## src/rtl/serial_add_ctrl.sv

```systemverilog
// Bit-serial adder controller: shifts operands LSB-first through an external full adder.
// Optional signed-overflow output ovf is enabled by defining SERIAL_ADD_OVF_EN.
module serial_add_ctrl #(
    parameter int WIDTH = 8
) (
    input  logic             clk,
    input  logic             rst_n,
    input  logic             in_valid,
    output logic             in_ready,
    input  logic [WIDTH-1:0] a,
    input  logic [WIDTH-1:0] b,
    input  logic             cin,
    output logic             fa_a,
    output logic             fa_b,
    output logic             fa_cin,
    input  logic             fa_sum,
    input  logic             fa_cout,
    output logic             out_valid,
    input  logic             out_ready,
    output logic [WIDTH-1:0] sum,
    output logic             cout
`ifdef SERIAL_ADD_OVF_EN
    ,
    output logic             ovf
`endif
);

    localparam int CW = $clog2(WIDTH) + 1;
    localparam logic [CW-1:0] LAST = CW'(WIDTH - 1);

    typedef enum logic [1:0] {
        IDLE = 2'd0,
        RUN  = 2'd1,
        DONE = 2'd2
    } state_t;

    state_t state, next_state;

    logic [WIDTH-1:0] a_sh;
    logic [WIDTH-1:0] b_sh;
    // Holds only the low WIDTH-1 result bits; the top bit comes straight from fa_sum at the last step.
    logic [WIDTH-2:0] sum_sh;
    logic             carry_q;
    logic [CW-1:0]    cnt;

    always_ff @(posedge clk) begin
        if (!rst_n) begin
            state <= IDLE;
        end else begin
            state <= next_state;
        end
    end

    always_comb begin
        next_state = state;
        in_ready   = 1'b0;
        out_valid  = 1'b0;
        fa_a       = 1'b0;
        fa_b       = 1'b0;
        fa_cin     = 1'b0;
        case (state)
            IDLE: begin
                in_ready = 1'b1;
                if (in_valid) begin
                    next_state = RUN;
                end
            end
            RUN: begin
                fa_a   = a_sh[0];
                fa_b   = b_sh[0];
                fa_cin = carry_q;
                if (cnt == LAST) begin
                    next_state = DONE;
                end
            end
            DONE: begin
                out_valid = 1'b1;
                if (out_ready) begin
                    next_state = IDLE;
                end
            end
            default: next_state = IDLE;
        endcase
    end

    always_ff @(posedge clk) begin
        if (!rst_n) begin
            a_sh    <= '0;
            b_sh    <= '0;
            sum_sh  <= '0;
            carry_q <= 1'b0;
            cnt     <= '0;
            sum     <= '0;
            cout    <= 1'b0;
`ifdef SERIAL_ADD_OVF_EN
            ovf     <= 1'b0;
`endif
        end else begin
            case (state)
                IDLE: begin
                    if (in_valid) begin
                        a_sh    <= a;
                        b_sh    <= b;
                        carry_q <= cin;
                        cnt     <= '0;
                    end
                end
                RUN: begin
                    a_sh    <= a_sh >> 1;
                    b_sh    <= b_sh >> 1;
                    sum_sh  <= (sum_sh >> 1) | ((WIDTH-1)'(fa_sum) << (WIDTH - 2));
                    carry_q <= fa_cout;
                    cnt     <= cnt + CW'(1);
                    if (cnt == LAST) begin
                        sum  <= {fa_sum, sum_sh};
                        cout <= fa_cout;
`ifdef SERIAL_ADD_OVF_EN
                        // carry_q is the carry into the MSB on this last step
                        ovf  <= carry_q ^ fa_cout;
`endif
                    end
                end
                default: ;
            endcase
        end
    end

endmodule
```

## config.mk

```make
export PLATFORM = sky130hd
export DESIGN_NAME = serial_add_ctrl
export DESIGN_NICKNAME = d
export VERILOG_FILES = /design/src/rtl/serial_add_ctrl.sv
export SDC_FILE = /design/constraint.sdc
export NUM_CORES = 1
export LEC_CHECK = 0
export ABC_AREA = 1
export ABC_CLOCK_PERIOD_IN_PS = 1100
export BUFFER_PORTS_ARGS = -buffer_cell sky130_fd_sc_hd__buf_2
export CAP_MARGIN = 20
export CORE_UTILIZATION = 48
export CTS_BUF_LIST = sky130_fd_sc_hd__clkbuf_4 sky130_fd_sc_hd__clkbuf_8 sky130_fd_sc_hd__clkbuf_16
export CTS_CLUSTER_SIZE = 14
export DETAILED_ROUTE_END_ITERATION = 10
export PLACE_DENSITY = 0.86
export SLEW_MARGIN = 25
export SYNTH_ARGS = -nofsm -noshare
export SYNTH_HDL_FRONTEND = slang
export SYNTH_SLANG_ARGS = --single-unit
export TNS_END_PERCENT = 100
```

## constraint.sdc

```tcl
create_clock -name clk -period 1.1 [get_ports clk]
set_input_delay 0.165 -clock clk [delete_from_list [all_inputs] [get_ports clk]]
set_output_delay 0.165 -clock clk [all_outputs]
set_load 0.02 [all_outputs]
```

# After elaboration in Yosys (flattened, before gate mapping)
# Index checks and enable logic that the tools add are counted.
# totals
out_inout_bits	14
ff_bits	39
elab_cells	38
# classes
reduce_logical	5
mux	17
bitwise	1
n_eq_ne	6
n_addsub	1
# ops
cell	count
8-bit one-hot mux with 2 select lines	2
8-bit 2-to-1 mux	2
4-bit one-hot mux with 2 select lines	1
6-bit by 7-bit bitwise OR with 7-bit output	1
1-bit 2-to-1 mux	6
2-bit 2-to-1 mux	3
2-bit != test (second input constant)	3
2-bit one-hot mux with 3 select lines	1
4-bit by 1-bit adder with 4-bit output (second input constant)	1
4-bit by 3-bit == test with 1-bit output (second input constant)	1
4-bit 2-to-1 mux	1
2-bit AND reduction	2
3-bit AND reduction	1
2-bit by 1-bit == test with 1-bit output (second input constant)	1
2-bit == test (second input constant)	1
2-bit logical NOT	1
1-bit one-hot mux with 2 select lines	1
2-bit nonzero test	1

# Longest topological paths before layout
# Gate-level depths: netlist of the first run.
# logic_depth
ltp_word	3
depth_mapped	7
depth_no_buf	6

# Worst setup path before layout of the first run
# OpenSTA, ideal clock, no wires.
# synth_timing
path_type	register -> register
from	register cnt[0]
to	register sum[0]
arrival_time_ps	1080
setup_time_ps	113
path_buffers	0
stages_incl_launch_ff	7
path_slack_ps	-93
period_less_slack_ps	1193
cell_sequence	dfxtp_1 > ha_1 > nand2_1 > nor2_1 > nand3_1 > nand2_1 > nor2_1
# synth_via
elab_chain_cells	2
# synth_rtl
element	line	text
start, declared	44	logic [CW-1:0] cnt;
start signal, assigned	113	cnt <= cnt + CW'(1);
4-bit by 3-bit == test with 1-bit output	114	if (cnt == LAST) begin
2-bit AND reduction (no source line)	--	
end signal, assigned	115	sum <= {fa_sum, sum_sh};
end, declared	20	output logic [WIDTH-1:0] sum,
# No other way between the ends.
# A chain may end at the register's enable or synchronous reset.

# Worst setup path in the final report of the first run
# layout_timing
from	register state[1]
to	register sum[4]
# layout_via
elab_chain_cells	2
# layout_rtl
element	line	text
start, declared	37	state_t state, next_state;
start signal, assigned	50	state <= next_state;
2-bit by 1-bit == test with 1-bit output	99	case (state)
2-bit AND reduction (no source line)	--	
# No other way between the ends.

==> results of run 1 <==
-- worst max-delay path, stage by stage, from the launching register on --
cell	delay (ns)
dfxtp_4	0.37
buf_12	0.13
buf_6	0.11
nor2_4	0.13
buf_6	0.14
buf_6	0.12
nand3b_1	0.11
nand2_1	0.09
nor2_1	0.05
-- power breakdown --
part           switching [mW]  leakage [nW]  internal, mW
clock                   0.504        0.0491         0.494
sequential             0.0607         0.321          1.48
combinational           0.364         0.885         0.323
total                   0.929          1.25          2.30
-- stage by stage --
step	hold WS [ns]	cell area (sq um)
finish	0.1350	2704
global route	0.1489	2704
CTS	0.1342	2547
floorplan	0.2880	1782
global placement	0.4381	2118
detailed placement	0.4419	2118
-- sequential cells by signal (all words and copies together) (netlist names) --
name     cells
a_sh         8
b_sh         8
carry_q      1
cnt          4
cout         1
state        2
sum          8
sum_sh       7
-- layer usage --
layer / vias up / track usage (%) / routed length [um]
li1: 947 / - / -
met1: 937 / 28.08 / 2176
met2: 110 / 46.60 / 2944
met3: 23 / 6.204 / 458
met4: 0 / 12.50 / 223
met5: - / 0 / 0
-- cells by family (layout without fill, tap and decap cells) --
| kind of cell | after synthesis | count (layout) | share of synthesized area [%] |
|---|---|---|---|
| buffers and inverters | 37 | 109 | 10.23 |
| DFF | 39 | 39 | 44.04 |
| adders and majority gates | 1 | 1 | 0.7056 |
| AOI/OAI and AO/OA | 16 | 16 | 4.516 |
| and+or+nand+nor | 166 | 167 | 40.51 |
-- synth_stat cells --
cell type  instances
inv_1             24
nand2_4            1
inv_2              2
nand3b_1           7
nor3_1             1
buf_2              4
clkbuf_1           2
nand2_2            2
nand3_1           30
ha_1               1
nor2_4             1
nor2_2             4
dfxtp_1           39
a21oi_1            8
o21ai_1            1
buf_6              5
o21ai_0            7
nor2_1            66
nand2_1           54
-- how the worst max path moves through the flow --
stage | startpoint | end | slack (ns)
global placement | cnt[0] | state[1] | -0.03
floorplan | state[1] | fa_a | -0.05
CTS | state[1] | fa_b | -0.20
finish | state[1] | sum[4] | -0.25
global route | state[1] | sum[4] | -0.28
detailed placement | cnt[1] | sum[6] | -0.08
-- layout make-up --
type	instances	area (sq um)	area share, %
tap	46	57.56	2.129
sequential	39	790.8	29.25
clock buffer	7	83.83	3.100
timing repair buffer	75	605.6	22.40
clock inverter	1	5.005	0.1851
inverter	26	100.1	3.702
multi-input combinational	184	1061	39.24
-- what timing repair did --
item	CTS	global route
setup endpoints to repair	35	44
cloned	2	0
buffers inserted	14	4
pin swaps	23	30
gates resized for setup	62	42
hold buffers	0	0
==> results.toml, run 1 <==
[cts]
clkLatencyLatePin_ns = 0.30
clock_sinks = 39
cts.clk_slew.worst_paths_ns = 0.08
clockBufferDepth = 2
numCtsBuffers = 5
h-tree-depth = 2
cts_tree = "done"
root_buffer = "clkbuf_8"

[timing]
finalMaxSlewViolations = 0
hold_viol = 0
skew_ns = 0.009585
slew_headroom_pct = 82.12
tightestPinTransition_ns = 0.2654
setup-tns-final_ns = -6.670
fmax_mhz = 742.7
setup_viol = 43
worst_slack_ns = -0.2464
fin_crit_sh_pct = 122.4
rsz0062_at_grt = "yes"
fin_crit_ns = 1.346

[place]
routabilityCongestion = 0.7711
dp_hpwl_um = 2810
place_ws_ns = -0.08243
portBuffers = 36
dpl.cell_count = 351

[die]
die_y_um = 62.78
num_io_pins = 37
dieWidth_um = 62.78
rows = 21
initial_core_util_pct = 51.51
core-area_sq_mm = 0.003442
design.die.area_sq_mm = 0.003941

[cells_and_area]
fill_cells = 209
num_antenna_cells = 0
final_common_cell = "nor2_1"
layoutNonFillerInstCount = 378
final_util_pct = 78.55
post_route_cells_drive_above_1_share_pct = 46.08
fin_nets = 355
syn_to_final_growth_pct = 52.51
final_cell_mix = "nor2_1, nand2_1, dfxtp_1, buf_2, inv_1"

[yosys]
yosysUniqueCellTypes = 19
syn_area_sq_mm = 0.001773
ys_warn_count = 0
ys_seq_area_share_pct = 44.04
syn-num-nets = 283
synth_area_leader_cell = "dfxtp_1"
postSynthCellCount = 259
synth_top_area_share_pct = 44.04
syn_area_per_cell_sq_um = 6.845
synthTopCellsByArea = "dfxtp_1, nor2_1, nand2_1"
synth.ff_latch_count = 39

[run]
cap_violations = 0

[route]
drtIter0Drc = 125
drt_pre_antenna_iters = 4
vias_per_cell = 5.336
post-route-drc-count = 0
wl_per_cell_um = 15.35
postRouteAntennaNets = 0
drt-total-wl_um = 5801
num_vias = 2017

[pwr]
p_per_area_mw_per_mm2 = 1194
ir_worst_vdd_v = 0.0007358
leakagePower_nw = 1.254
power_mw = 3.228

[grt]
antenna_found_initial = 0
grt_pass1_vias = 1781
grt_overflow = 0
grt_usage_pct = 25.85
grt_pass1_wl_um = 7859
grt_start_max_net_pins = 17

[worst_setup_path]
timing.rr.end = "sum[4]"
critical_path_class = "flop to flop"
crit_arrival_ns = 1.54
reg2reg_depth = 8
startpoint_type = "flop"
worstPathRequired_ns = 1.29
reg2reg_slack_ns = -0.25
path_max_fanout = 7
r2r-start = "state[1]"
cp-end-kind = "flop"

[hold_path]
worstHoldStart = "a[7]"
hp-class = "input pin to flop"
min_to = "a_sh[7]"
whs_path_depth = 3

[run_status]
status = "finished, violations left"
violations = "negative setup slack"
Note: power is estimated with default switching activity, not from simulation.
==> run 2, diff against run 1 <==
- REMOVE_ABC_BUFFERS: not set -> 1
==> results.toml, run 2 (synthesis gave the netlist of run 1 again) <==
[run_status]
status = "finished, violations left"
violations = "negative setup slack"

[cells_and_area]
final_cell_mix = "nor2_1, dfxtp_1, nand2_1, buf_2"
post_route_cells_drive_above_1_share_pct = 43.56
layoutNonFillerInstCount = 372
final_common_cell = "nor2_1"
syn_to_final_growth_pct = 50.46
num_antenna_cells = 0
final_cell_area_sq_mm = 0.002668
top_regs = "a_sh x8, b_sh x8, sum x8"
fin_nets = 349

[timing]
worst_slack_ns = -0.2247
fin_crit_ns = 1.325
fmax_mhz = 754.9
setup_viol = 41
finalMaxSlewViolations = 0
slew_headroom_pct = 81.06
fin_crit_sh_pct = 120.4
hold_viol = 0
hold_ws_ns = 0.1211
tightestPinTransition_ns = 0.2834
skew_ns = 0.006590
rsz0062_at_grt = "yes"

[worst_setup_path]
r2r-start = "state[1]"
critical_path_class = "flop to primary output"
crit_start = "state[1]"
cp-end-kind = "primary output"
crit_arrival_ns = 1.16
path_max_fanout = 4
reg2reg_slack_ns = -0.16
startpoint_type = "flop"
worstPathRequired_ns = 0.94

[die]
rows = 21
core-area_sq_mm = 0.003442
initial_core_util_pct = 51.51
design.die.area_sq_mm = 0.003941
dieWidth_um = 62.78
die_y_um = 62.78
num_io_pins = 37

[grt]
grt-busiest-layer = "met2"
gr-usage-met3_pct = 4.562
grt_usage_pct = 23.83
grt_overflow = 0
use_met1_pct = 26.10
grt_start_max_net_pins = 19
grt_pass1_wl_um = 7245
met2_usage_pct = 44.29
antenna_found_initial = 0
grt_pass1_vias = 1619

[cts]
cts.clk_slew.worst_paths_ns = 0.08
root_buffer = "clkbuf_8"
clockBufferDepth = 2
numCtsBuffers = 5
clock_sinks = 39
clkLatencyLatePin_ns = 0.30
cts_tree = "done"
h-tree-depth = 2

[route]
num_vias = 1909
postRouteAntennaNets = 0
drt_pre_antenna_iters = 4
vias_per_cell = 5.132
drt-total-wl_um = 5252
wl_per_cell_um = 14.12
drtIter0Drc = 163
post-route-drc-count = 0

[place]
routabilityCongestion = 0.7544
portBuffers = 36
place_ws_ns = -0.05915
dpl.cell_count = 352
postPlaceCellArea_sq_mm = 0.002130
dp_hpwl_um = 2767

[pwr]
ir_worst_vdd_v = 0.0009794
leakagePower_nw = 1.244
p_per_area_mw_per_mm2 = 1235

[hold_path]
worstHoldStart = "fa_sum"
hp-class = "input pin to flop"

[run]
cap_violations = 0
-- run 2: changes by cell type in the layout (fill, tap and decap cells not counted), moves of 5 or more --
cell / change
nand3_1: +9
nand3_2: -8
buf_6: -6
nand2_4: +5
-- run 2: what timing repair did --
item	in CTS	in global routing
gates resized for setup	31	77
buffers inserted	8	2
cloned	0	3
hold buffers	0	0
pin swaps	1	33
setup endpoints to repair	34	44
-- run 2: per-layer routing --
layer | part of all wire, % | routed length [um]
met1 | 39 | 2058
met2 | 54 | 2841
met3 | 3.9 | 203
met4 | 2.8 | 149
met5 | 0 | 0
-- run 2: per-stage QoR --
step                      util (%)  setup TNS, ns  power [mW]
after global routing         77.50         -6.161       3.422
after detailed placement     61.87        -0.7608       1.983
after floorplan                  -         -4.781       1.779
after CTS                    69.54         -5.207       3.105
final                        77.50         -4.156       3.295
after global placement       61.87        -0.1082       1.970
-- run 2: area by class of cell --
class                           count  area [sq um]
Tap cell                           46         57.56
Multi-Input combinational cell    184          1055
Sequential cell                    39         790.8
Clock buffer                        8         103.9
Fill cell                         237         774.5
Inverter                           26         102.6
Timing Repair Buffer               69         558.0
-- run 2: worst paths after layout --
path / depth (start not counted) / endpoint
setup / recovery: 5 / fa_cin
setup reg to reg: 6 / sum[1]
hold reg to reg: 2 / b_sh[7]
hold / removal: 3 / sum_sh[6]
-- run 2: critical path, stage by stage (launching register included) --
cell and delay, ns:
dfxtp_4 0.38, inv_4 0.08, nand2_4 0.07, buf_8 0.14
nor2_4 0.08, buf_6 0.12
-- run 2: power breakdown --
group	leakage (nW)	internal, mW	total [mW]	switching, mW
Sequential	0.321	1.48	1.54	0.0567
Clock	0.0549	0.597	1.11	0.509
Combinational	0.868	0.300	0.651	0.352
Total	1.24	2.38	3.29	0.917
==> run 3, diff against run 2 <==
- GPL_TIMING_DRIVEN: not set -> 0
==> results.toml, run 3 (synthesis gave the netlist of run 1 again) <==
[cts]
clockBufferDepth = 2
cts.clk_slew.worst_paths_ns = 0.07
h-tree-depth = 2
ctsHoldBuffers = 0
cts_tree = "done"
root_buffer = "clkbuf_8"
clkLatencyLatePin_ns = 0.30
numCtsBuffers = 5
clock_sinks = 39

[timing]
fin_crit_sh_pct = 110.7
fin_crit_ns = 1.218
setup_viol = 28
finalMaxSlewViolations = 0
slew_headroom_pct = 64.55
rsz0062_at_grt = "yes"
skew_ns = 0.005706
tightestPinTransition_ns = 0.5311
hold_viol = 0
hold_ws_ns = 0.1248
setup-tns-final_ns = -1.235
worst_slack_ns = -0.1179
fmax_mhz = 821.1

[cells_and_area]
top_regs = "a_sh x8, b_sh x8, sum x8"
final_common_cell = "nor2_1"
post_route_cells_drive_above_1_share_pct = 29.07
syn_to_final_growth_pct = 32.25
layoutNonFillerInstCount = 359
fin_nets = 336
fill_cells = 293
final_cell_mix = "nor2_1, nand2_1, dfxtp_1, buf_2, nand3_1"
num_antenna_cells = 0

[pwr]
power_mw = 3.027
ir_worst_vdd_v = 0.0006768
leakagePower_nw = 1.095
p_per_area_mw_per_mm2 = 1291

[worst_setup_path]
path_cells = "inv_8 > nand2_8 > nor2_4 > buf_6"
critical_path_class = "flop to primary output"
path_max_fanout = 5
crit_path_max_incr_delay_ns = 0.38
cp-end-kind = "primary output"
crit_arrival_ns = 1.05
worstPathRequired_ns = 0.94
startpoint_type = "flop"
slowest_stage = "dfxtp_4"

[grt]
grt_usage_pct = 23.75
grt_pass1_vias = 1535
grt_start_max_net_pins = 25
grt_pass1_wl_um = 7162
grt_overflow = 0
antenna_found_initial = 0

[route]
vias_per_cell = 4.955
drt_pre_antenna_iters = 4
wl_per_cell_um = 12.20
num_vias = 1779
drt-total-wl_um = 4379
drtIter0Drc = 118
postRouteAntennaNets = 0
post-route-drc-count = 0

[hold_path]
hp-class = "input pin to flop"

[die]
initial_core_util_pct = 51.51
die_y_um = 62.78
design.die.area_sq_mm = 0.003941
dieWidth_um = 62.78
core-area_sq_mm = 0.003442
rows = 21
num_io_pins = 37

[run_status]
status = "finished, violations left"
violations = "negative setup slack"

[place]
place_ws_ns = -0.4473
routabilityCongestion = 0.7445
portBuffers = 36
dp_hpwl_um = 2264
dpl.cell_count = 330

[run]
cap_violations = 0
run 3: routing by layer:
metal / up-vias / GRT usage [%] / routed length, um
li1: 910 / - / -
met1: 811 / 27.71 / 1840
met2: 53 / 40.35 / 2224
met3: 5 / 8.212 / 266
met4: 0 / 7.849 / 47
met5: - / 0 / 0
run 3: area by class of cell:
| cell class | instances | area, sq um | area share (%) |
|---|---|---|---|
| repair buffers | 54 | 357.8 | 15.26 |
| flip-flops and latches | 39 | 790.8 | 33.72 |
| multi-input cells | 186 | 944.7 | 40.29 |
| well taps | 46 | 57.56 | 2.455 |
| clock buffers | 7 | 83.83 | 3.575 |
| clock inverters | 1 | 5.005 | 0.2134 |
| inverters | 26 | 105.1 | 4.482 |
run 3: power by group:
part / leakage, nW / internal (mW) / switching [mW]
Sequential: 0.321 / 1.48 / 0.0510
Clock: 0.0491 / 0.494 / 0.503
Combinational: 0.725 / 0.214 / 0.284
Total: 1.09 / 2.19 / 0.838
run 3: repair_timing:
item | 4_1_cts | 5_1_grt
setup endpoints to repair | 43 | 43
gates cloned | 4 | 0
buffers inserted | 16 | 1
pin swaps | 7 | 7
gates resized for setup | 42 | 11
run 3: stage by stage:
step | area (sq um) | utilization [%]
floorplan | 1689 | -
global placement | 1927 | 55.98
detailed placement | 1927 | 55.98
CTS | 2316 | 67.28
global route | 2345 | 68.12
finish | 2345 | 68.12
run 3: final timing paths:
check	end	slack [ns]	from	cells past startpoint
max	fa_b	-0.12	state[1]	4
min	sum_sh[6]	0.12	fa_sum	3
max reg2reg	sum[1]	-0.10	state[1]	6
min reg2reg	sum_sh[0]	0.45	sum_sh[0]	2
run 3: critical path: cells and delay by family, from the launching register on:
kind          cells  cell delay (ns)
buf+inv           2             0.20
flops             1             0.38
simple gates      2             0.18
